<file path="src/rtl/mcode_exec_unit.sv">
// Two-stage executor for the 14-bit machineCode control word: accept/read, then execute/writeback.
// Define MCODE_EXEC_FWD_EN to bypass writeback data into the operand read instead of stalling.
module mcode_exec_unit #(
  parameter int DATA_W = 8
) (
  input  logic              clk,
  input  logic              reset,
  input  logic [13:0]       machineCode,
  input  logic              mc_valid,
  output logic              mc_ready,
  output logic [DATA_W-1:0] outPort,
  output logic              out_valid,
  output logic              busy
);

  logic              w_srcSel;
  logic [2:0]        w_raddr1;
  logic [2:0]        w_raddr2;
  logic [2:0]        w_waddr;
  logic              w_wrEn;
  logic [1:0]        w_aluOp;
  logic              w_outLoad;

  assign w_srcSel  = machineCode[13];
  assign w_raddr1  = machineCode[12:10];
  assign w_raddr2  = machineCode[9:7];
  assign w_waddr   = machineCode[6:4];
  assign w_wrEn    = machineCode[3];
  assign w_aluOp   = machineCode[2:1];
  assign w_outLoad = machineCode[0];

  logic [DATA_W-1:0] r_rf [0:7];

  logic              r_exValid;
  logic              r_exSrcSel;
  logic [2:0]        r_exWaddr;
  logic              r_exWrEn;
  logic [1:0]        r_exAluOp;
  logic              r_exOutLoad;
  logic [DATA_W-1:0] r_exA;
  logic [DATA_W-1:0] r_exB;
  logic [DATA_W-1:0] r_outPort;
  logic              r_outValid;

  logic [DATA_W-1:0] w_rfRd1;
  logic [DATA_W-1:0] w_rfRd2;
  logic [DATA_W-1:0] w_aluRes;
  logic [DATA_W-1:0] w_wrData;
  logic [DATA_W-1:0] w_opA;
  logic [DATA_W-1:0] w_opB;
  logic              w_exWrite;
  logic              w_raw1;
  logic              w_raw2;
  logic              w_accept;

  // R0 is hardwired to zero on the read side as well as never being written
  assign w_rfRd1 = (w_raddr1 == 3'd0) ? '0 : r_rf[w_raddr1];
  assign w_rfRd2 = (w_raddr2 == 3'd0) ? '0 : r_rf[w_raddr2];

  always_comb begin
    w_aluRes = '0;
    case (r_exAluOp)
      2'b00:   w_aluRes = r_exA + r_exB;
      2'b01:   w_aluRes = r_exA - r_exB;
      2'b10:   w_aluRes = r_exA & r_exB;
      default: w_aluRes = r_exA | r_exB;
    endcase
  end

  assign w_wrData  = r_exSrcSel ? DATA_W'(1) : w_aluRes;
  assign w_exWrite = r_exValid && r_exWrEn && (r_exWaddr != 3'd0);
  assign w_raw1    = w_exWrite && (w_raddr1 == r_exWaddr);
  assign w_raw2    = w_exWrite && (w_raddr2 == r_exWaddr);

`ifdef MCODE_EXEC_FWD_EN
  assign w_opA    = w_raw1 ? w_wrData : w_rfRd1;
  assign w_opB    = w_raw2 ? w_wrData : w_rfRd2;
  assign mc_ready = !reset;
`else
  // A dependent word waits one cycle so the RF write lands before it reads
  assign w_opA    = w_rfRd1;
  assign w_opB    = w_rfRd2;
  assign mc_ready = !reset && !(w_raw1 || w_raw2);
`endif

  assign w_accept = mc_valid && mc_ready;

  always_ff @(posedge clk) begin
    if (reset) begin
      for (int i = 0; i < 8; i++) r_rf[i] <= '0;
      r_exValid   <= 1'b0;
      r_exSrcSel  <= 1'b0;
      r_exWaddr   <= 3'd0;
      r_exWrEn    <= 1'b0;
      r_exAluOp   <= 2'b00;
      r_exOutLoad <= 1'b0;
      r_exA       <= '0;
      r_exB       <= '0;
      r_outPort   <= '0;
      r_outValid  <= 1'b0;
    end else begin
      r_exValid <= w_accept;
      if (w_accept) begin
        r_exSrcSel  <= w_srcSel;
        r_exWaddr   <= w_waddr;
        r_exWrEn    <= w_wrEn;
        r_exAluOp   <= w_aluOp;
        r_exOutLoad <= w_outLoad;
        r_exA       <= w_opA;
        r_exB       <= w_opB;
      end
      if (w_exWrite) r_rf[r_exWaddr] <= w_wrData;
      if (r_exValid && r_exOutLoad) r_outPort <= r_exA;
      r_outValid <= r_exValid && r_exOutLoad;
    end
  end

  assign outPort   = r_outPort;
  assign out_valid = r_outValid;
  assign busy      = r_exValid;

endmodule

</file>
<file path="config.mk">
export PLATFORM = sky130hd
export DESIGN_NAME = mcode_exec_unit
export DESIGN_NICKNAME = d
export VERILOG_FILES = /design/src/rtl/mcode_exec_unit.sv
export SDC_FILE = /design/constraint.sdc
export NUM_CORES = 1
export LEC_CHECK = 0
export ABC_AREA = 1
export CORE_ASPECT_RATIO = 1.1
export CORE_UTILIZATION = 51
export CTS_CLUSTER_SIZE = 8
export DETAILED_ROUTE_END_ITERATION = 10
export HOLD_SLACK_MARGIN = 0.02
export PLACE_DENSITY = 0.78
export SLEW_MARGIN = 20
export SYNTH_ARGS = -nofsm -noshare
export SYNTH_HDL_FRONTEND = slang
export SYNTH_SLANG_ARGS = --single-unit
</file>
<file path="constraint.sdc">
create_clock -name clk -period 3.1 [get_ports clk]
set_clock_uncertainty 0.1 [all_clocks]
set_input_delay 0.62 -clock clk [delete_from_list [all_inputs] [get_ports clk]]
set_output_delay 0.62 -clock clk [all_outputs]
set_load 0.03 [all_outputs]
</file>
# == After elaboration in Yosys (flattened, before gate mapping) ==
# Memory sizes are Yosys's and may differ from the RTL's.
# Cells that the tools add are included.
# classes
bitwise_logic,2
addsub,2
muxes,12
n_reduce_logical,15
eq_ne,4
# op_table
op,n
$mux W8,4
$pmux W8 S3,1
$add A8 B8 Y8,1
$and A8 B8 Y8,1
$or A8 B8 Y8,1
$reduce_or A8 Y1,1
$sub A8 B8 Y8,1
$logic_and A1 B1 Y1,7
$eq A3 B3 Y1,2
$logic_not A3 Y1,2
$mux W1,6
$mux W3,1
$reduce_bool A3 Y1,1
$eq A2 B1 Y1 const B,1
$eq A2 B2 Y1 const B,1
$logic_not A1 Y1,2
$logic_not A2 Y1,1
$logic_or A1 B1 Y1,1
# word_totals
regBits,34
memories,1
mem_bits_rw,64
wordCells,46
inputBits,17
output_inout_bits,11
# mem_list
memory,words,word_bits,rd,rd_clocked_by_memory_dff,wr,line_no,rtl
r_rf,8,8,2,0,8,32,logic [DATA_W-1:0] r_rf [0:7];

# == Logic depth before layout (Yosys ltp) ==
# Gate-level depths: netlist of the first run.
# depth
ltp_word,7
ltp_mapped,18
ltp_nobuf,18

# == Worst setup path after synthesis of the first run ==
# Ideal clock, no wire load.
# synth_timing
path_type,flip-flop to flip-flop
start,register r_exB[0]
end,"memory r_rf[4][7], data pin"
arrival_ps,2145
stages_incl_launch_ff,18
slack_ps,593
n_path_buf,0
required_time_ps,2739
setup_time_ps,261
synth_period_minus_slack_ps,2507
cell_sequence,dfxtp_1 > inv_1 > ha_1 > inv_1 > nor3_1 > inv_1 > o31ai_1 > xor2_1 > inv_1 > ha_1 > nand2_1 > inv_1 > a21oi_1 > nand2_1 > nand3_1 > nand3_1 > nand2_1 > nor2_1
# synth_rtl
item,line_no,rtl
"start, declared",41,logic [DATA_W-1:0] r_exB;
"start signal, assigned",110,r_exB <= w_opB;
"end, declared",32,

==> reports/qor.txt, run 1 <==
Seq pwr share - 44.7%
Clock Latency Late Sink - 0.35 ns
drt total wl - 16.46 mm
diodes inserted - 0
TritonCTS buffer count - 9
unrepaired setup endpoints after global routing - false
#FFs+latches synth - 98
Starting Density - 53.02%
DRT Pass-1 Iters - 5
H-tree depth - 3
clk root buf - clkbuf_16
maxcap violations - 0
final period utilization - 89.74%
CP arrival - 2.87 ns
port buffer count - 27
Die X - 101.8 um
all-layer global routing usage - 30.88%
CORE AREA - 10540 um2
Sink Count - 98
startpoint types - flip-flop
Core Util, Final - 60.67%
Area Growth Syn to Fin - 14.44%
sequential element share of the synthesized area - 46.57%
drc violations - 0
final hold violation count - 0
I/O Pins - 28
CTS tree - done
first-pass GRT wire length - 26.31 mm
Least-Margin Pin Slew - 0.8318 ns
worst vdd ir - 0.0003163 V
post-route ant nets - 0
Distinct cells, synth - 30
worst min-delay path class - reg -> reg
Syn Area/Cell - 7.450 um2
RePlAce Congestion - 0.9489
fin crit period - 2.782 ns
Clock power frac - 32.7%
cts hold-fix bufs - 0
Finish-stage setup viols - 0
Crit path required time - 3.19 ns
Iteration-0 DRC Markers - 628
Max Freq - 0.3595 GHz
Avg WL per Cell - 17.59 um
largest net degree at the start of global routing - 51
post-DR vias/cell - 5.755
Die H - 111.8 um
slew margin rel. - 44.55%
leakage power - 2.875 nW
Clock transition at path regs - 0.06 ns
num rows - 39
Crit Path Category - reg -> reg
P_int - 2.294 mW
Syn Inst Count - 750
Combinational Power Share - 22.5%
Filler cells - 970
worst-path maximum fanout - 7
Pwr Total - 3.351 mW
crit end category - flip-flop
vias in the first global route - 5128
cell area power density - 524.0 nW/um2
max-slew violation count - 0
DP HPWL - 11.68 mm
DR vias - 5387
Die ar. - 11380 um2
status - complete, no violations
CTS Buffer Depth - 2
antenna violations before repair - 0
layout cells sized above 1 - 7.188%
Warnings, synthesis - 0
total grt overflow - 0
mapped cell area - 5588 um2
Final nets - 816
switching power - 1.057 mW
setup_tns - 0 ns
Fin Hold WS - 0.3651 ns
sw frac - 31.54%
## registers in the layout (all words and copies together), names as in the netlist
name / count
r_exWrEn: 1
r_rf: 64
busy: 1
r_exAluOp: 2
r_exSrcSel: 1
r_exA: 8
r_exWaddr: 3
r_exB: 8
r_exOutLoad: 1
out_valid: 1
outPort: 8
## synth_stat cells
library cell / n / share of area, %
o311ai_1: 2 / 0.31
buf_2: 15 / 1.3
clkinv_1: 2 / 0.13
buf_1: 1 / 0.067
nor4_2: 1 / 0.22
nor2_2: 2 / 0.22
nand2_1: 196 / 13
xor2_1: 6 / 0.94
nor2_1: 112 / 7.5
o211ai_1: 29 / 3.9
fa_1: 1 / 0.36
o21bai_1: 3 / 0.40
clkbuf_1: 16 / 1.1
o31ai_1: 1 / 0.13
ha_1: 10 / 2.2
o21ai_0: 25 / 2.2
nor3_1: 10 / 0.90
a21oi_1: 25 / 2.2
conb_1: 1 / 0.067
inv_2: 8 / 0.54
nand3_1: 96 / 8.6
xnor2_1: 2 / 0.31
nand4_2: 1 / 0.22
buf_6: 1 / 0.20
o21ai_1: 3 / 0.27
dfxtp_1: 34 / 12
inv_1: 80 / 5.4
edfxtp_1: 64 / 34
buf_4: 2 / 0.27
a21oi_2: 1 / 0.16
## cell usage in the layout, fill, tap and decap left out
cell and n:
xor2_1 6, conb_1 8, o21bai_1 3, clkbuf_16 10
nor3_1 10, o21ai_0 25, o31ai_1 1, nand3_1 96
ha_1 10, a21oi_2 1, buf_4 29, o311ai_1 2
fa_1 1, a21oi_1 25, clkinv_2 1, edfxtp_1 64
inv_1 80, nor4_2 1, nand2_2 1, nand2_1 195
o21ai_1 3, clkinv_1 2, inv_2 8, xnor2_1 2
dfxtp_1 34, o211ai_1 29, clkdlybuf4s50_1 26, inv_6 2
inv_4 1, nand4_2 1, clkbuf_1 2, nor2_2 2
nor2_1 112
## cell type report
class,instances,area (um2),area share [%]
Sequential cell,98,2603,40.70
Timing Repair Buffer,55,478.0,7.474
Inverter,90,337.8,5.283
Tap cell,143,178.9,2.798
Clock inverter,4,28.78,0.4500
Multi-Input combinational cell,534,2511,39.27
Clock buffer,12,257.7,4.031
## metal layers
layer | vias to the layer above | global-route usage (%) | routed length, um
li1 | 2516 | - | -
met1 | 2482 | 41.94 | 6496
met2 | 345 | 49.37 | 7676
met3 | 44 | 3.955 | 1652
met4 | 0 | 13.14 | 637
met5 | - | 0 | 0
## power groups by stage
stage | Combinational (mW) | Sequential (mW) | Clock (mW)
after global placement | 0.715 | 1.52 | 0
after floorplan | 0.474 | 1.51 | 0
after global routing | 0.830 | 1.51 | 1.15
final | 0.755 | 1.50 | 1.10
after CTS | 0.736 | 1.50 | 1.10
after detailed placement | 0.732 | 1.53 | 0
## worst max-delay path: stages, from the launching register on
cell and delay, ns:
dfxtp_1 0.38, nor3_1 0.25, inv_1 0.10, o21ai_0 0.22
xor2_1 0.18, inv_1 0.06, ha_1 0.35, inv_1 0.08
o21bai_1 0.14, inv_1 0.07, a21oi_1 0.14, nor2_1 0.05
nand2_1 0.05, nand2_1 0.26, nor2_1 0.20
## through the flow
stage / area [um2] / std cells / setup slack, ns
6_report: 6395 / 936 / 0.3180
5_1_grt: 6395 / 936 / 0.01263
4_1_cts: 6392 / 936 / 0.2864
3_5_place_dp: 6106 / 920 / 0.3032
3_3_place_gp: 6106 / 920 / 0.3979
2_1_floorplan: 5614 / 757 / 0.5932
## worst paths after layout
check / to / slack, ns / depth (start not counted) / from
setup / recovery: r_rf[7][6] / 0.32 / 14 / r_exB[2]
hold / removal: r_exOutLoad / 0.37 / 2 / r_exOutLoad
setup reg to reg: r_rf[7][6] / 0.32 / 14 / r_exB[2]
hold reg to reg: r_exOutLoad / 0.37 / 2 / r_exOutLoad
## cell families (layout without fill, tap and decap cells)
group           Yosys count  in the layout  share of synthesized area (%)
compound gates           89             89                          9.651
xor+xnor                  8              8                          1.254
fa+ha+maj                11             11                          2.597
buf+inv                 125            161                          9.001
flops                    98             98                          46.57
other cells               1              8                        0.06711
simple gates            418            418                          30.86
## timing repair
item                       CTS  global route
setup endpoints to repair    0             7
buffers inserted             0             0
gates resized for setup      0             1
Power figures use the tool's default switching activity.
==> run 2, diff against run 1 <==
Settings changed: ABC_AREA 1 to unset, DONT_BUFFER_PORTS set to 1, PLACE_DENSITY 0.78 to 0.75.
==> reports/qor.txt, run 2 <==
status - complete, no violations
Crit path required time - 3.09 ns (-0.10 ns)
Seq pwr share - 46.9% (+2.2 points)
largest net degree at the start of global routing - 51 (unchanged)
Clock power frac - 35.7% (+3.0 points)
top cells by area, synth - edfxtp_1, dfxtp_1, mux4_2
DR vias - 4054 (-25%)
most common cell after layout, fill and taps aside - nor2_1
H-tree depth - 3 (unchanged)
RePlAce Congestion - 0.8785 (-7.4%)
Die ar. - 10980 um2 (-3.5%)
Least-Margin Pin Slew - 0.7098 ns (-0.1219 ns)
max reg flops - 64 (unchanged)
cell area power density - 549.2 nW/um2 (+4.8%)
final hold violation count - 0 (unchanged)
Synth async-reset ratio - 0% (unchanged)
Die H - 109.8 um (-1.8%)
DRT Pass-1 Iters - 5 (unchanged)
DP HPWL - 8.913 mm (-24%)
Critical R2R Launch - r_exB[0]
slew margin rel. - 52.36% (+7.8 points)
I/O Pins - 28 (unchanged)
drt total wl - 13.09 mm (-20%)
GR Layer Usage met3 - 5.149% (+1.2 points)
mapped cell area - 5388 um2 (-3.6%)
diodes inserted - 0 (unchanged)
Iteration-0 DRC Markers - 409 (-35%)
top cell type's share of synthesized area - 35.67% (+1.3 points)
clk root buf - clkbuf_16
maxcap violations - 0 (unchanged)
startpoint types - flip-flop
area leader, netlist - edfxtp_1
port buffer count - 0 (-100%)
post-DR vias/cell - 5.962 (+3.6%)
P_int - 2.310 mW (+0.71%)
post-route ant nets - 0 (unchanged)
Hold EP - outPort[1]
Starting Density - 52.08% (-0.93 points)
Worst R2R Path Depth - 11 (-3)
Post-synth top cells - nor2_1, edfxtp_1, a21oi_1
antenna violations before repair - 0 (unchanged)
Worst Path Buf+Inv - 1 (-3)
leakage power - 2.070 nW (-28%)
grt met1 use - 32.66% (-9.3 points)
reg2reg end - r_rf[7][6]
sw frac - 27.75% (-3.8 points)
Core Util, Final - 56.28% (-4.4 points)
vias in the first global route - 3865 (-25%)
CP arrival - 2.81 ns (-0.06 ns)
fin crit period - 2.813 ns (+0.03140 ns)
num rows - 39 (unchanged)
Syn Inst Count - 539 (-28%)
Post-synth EDFFs - 64 (unchanged)
CP startpoint - r_exB[0]
largest register by flop count - r_rf
Distinct cells, synth - 46 (+53%)
Sink Count - 98 (unchanged)
Clock Latency Late Sink - 0.35 ns (about the same)
Filler cells - 898 (-7.4%)
first-pass GRT wire length - 20.24 mm (-23%)
Warnings, synthesis - 0 (unchanged)
R2R Setup Slk - 0.29 ns (-0.03 ns)
unrepaired setup endpoints after global routing - false
busiest grt layer - met2
CP max stage cell - dfxtp_1
Hold Startpoint - reset
Design Area, Final - 5822 um2 (-9.0%)
final period utilization - 90.76% (+1.0 points)
Syn Area/Cell - 9.996 um2 (+34%)
CTS Buffer Depth - 2 (unchanged)
drc violations - 0 (unchanged)
commonest non-fill, non-tap cells in the layout - nor2_1, edfxtp_1, a21oi_1
worst vdd ir - 0.0003284 V (+3.8%)
sequential element share of the synthesized area - 48.30% (+1.7 points)
Max Freq - 0.3554 GHz (-1.1%)
crit end category - flip-flop
top-count cell post-synth - nor2_1
Final nets - 560 (-31%)
Crit path max-delay family - simple AND/OR/NAND/NOR gates
Finish-stage setup viols - 0 (unchanged)
CTS tree - done
worst-path maximum fanout - 7 (unchanged)
Die X - 100 um (-1.8%)
crit path cell chain - inv_1, ha_1, nor2_1, xnor2_1, ha_1, nor2b_1, o21ai_1, a21oi_1, or3_1, a31oi_4, nor2_1
max-slew violation count - 0 (unchanged)
Avg WL per Cell - 19.26 um (+9.5%)
cts hold-fix bufs - 0 (unchanged)
Area Growth Syn to Fin - 8.058%
Post-DP Area - 5512 um2 (-9.7%)
total grt overflow - 0 (unchanged)
max incr delay on CP - 0.40 ns (+0.02 ns)
TritonCTS buffer count - 9 (unchanged)
Combinational Power Share - 17.4% (-5.1 points)
Clock transition at path regs - 0.07 ns (about the same)
CORE AREA - 10340 um2 (-1.9%)
met2 layer usage reported by global route - 40.79% (-8.6 points)
Crit Path Category - reg -> reg
Hold Path Cell Cnt - 1 (-1)
layout cells sized above 1 - 10.24% (+3.1 points)
all-layer global routing usage - 24.97% (-5.9 points)
worst min-delay path class - in -> reg
#FFs+latches synth - 98 (unchanged)
switching power - 0.8872 mW (-16%)
setup_tns - 0 ns (unchanged)
top_reg_cell synth - edfxtp_1
==> run 2: worst max-delay path by stage <==
stage / endpoint / cells after the start / slack [ns]
after floorplan: r_rf[1][6] / 12 / 0.48
final: r_rf[7][6] / 11 / 0.29
after detailed placement: r_rf[4][6] / 11 / 0.23
after global placement: r_rf[2][6] / 11 / 0.29
after CTS: r_rf[3][6] / 11 / 0.21
after global routing: r_rf[2][6] / 11 / 0.07
==> run 2: power by group through the flow <==
| stage | logic [mW] | registers, mW | clock network (mW) |
|---|---|---|---|
| after floorplan | 0.455 | 1.50 | 0 |
| after global placement | 0.530 | 1.52 | 0 |
| after detailed placement | 0.538 | 1.53 | 0 |
| after CTS | 0.542 | 1.50 | 1.14 |
| after global routing | 0.617 | 1.51 | 1.20 |
| final | 0.558 | 1.50 | 1.14 |
==> run 2: repair_timing <==
| action | in CTS | in global routing |
|---|---|---|
| resized for setup | 0 | 1 |
| setup buffers | 0 | 0 |
| setup endpoints to repair | 0 | 5 |
==> run 2: metal layers <==
metal / vias up / part of all wire [%]
li1: 1894 / -
met1: 1944 / 41
met2: 187 / 48
met3: 29 / 8.4
met4: 0 / 2.6
met5: - / 0
==> run 2: cells by family after synthesis <==
logic type | synth area share [%]
AND/OR/NAND/NOR | 16.65
AO/OA/AOI/OAI | 13.19
flip-flops | 48.30
buffers and inverters | 4.598
multiplexers | 11.38
XOR/XNOR | 2.926
adder cells (fa/ha/maj) | 2.880
other | 0.06960
==> run 2: stage by stage <==
stage / cells / worst slack (ns) / hold slack (ns) / total power, mW
global placement: 664 / 0.2852 / 0.3914 / 2.051
CTS: 680 / 0.2088 / 0.2319 / 3.184
global route: 680 / 0.07168 / 0.2277 / 3.321
finish: 680 / 0.2866 / 0.2378 / 3.197
floorplan: 546 / 0.4787 / 0.3696 / 1.952
detailed placement: 664 / 0.2343 / 0.3947 / 2.065
==> run 2: area by class of cell <==
type	count	area [um2]	area share (%)
clock buffers	9	225.2	3.868
clock inverters	7	76.32	1.311
inverters	11	41.29	0.7092
multi-input cells	397	2572	44.19
flip-flops and latches	98	2603	44.70
well taps	143	178.9	3.073
repair buffers	15	125.1	2.149
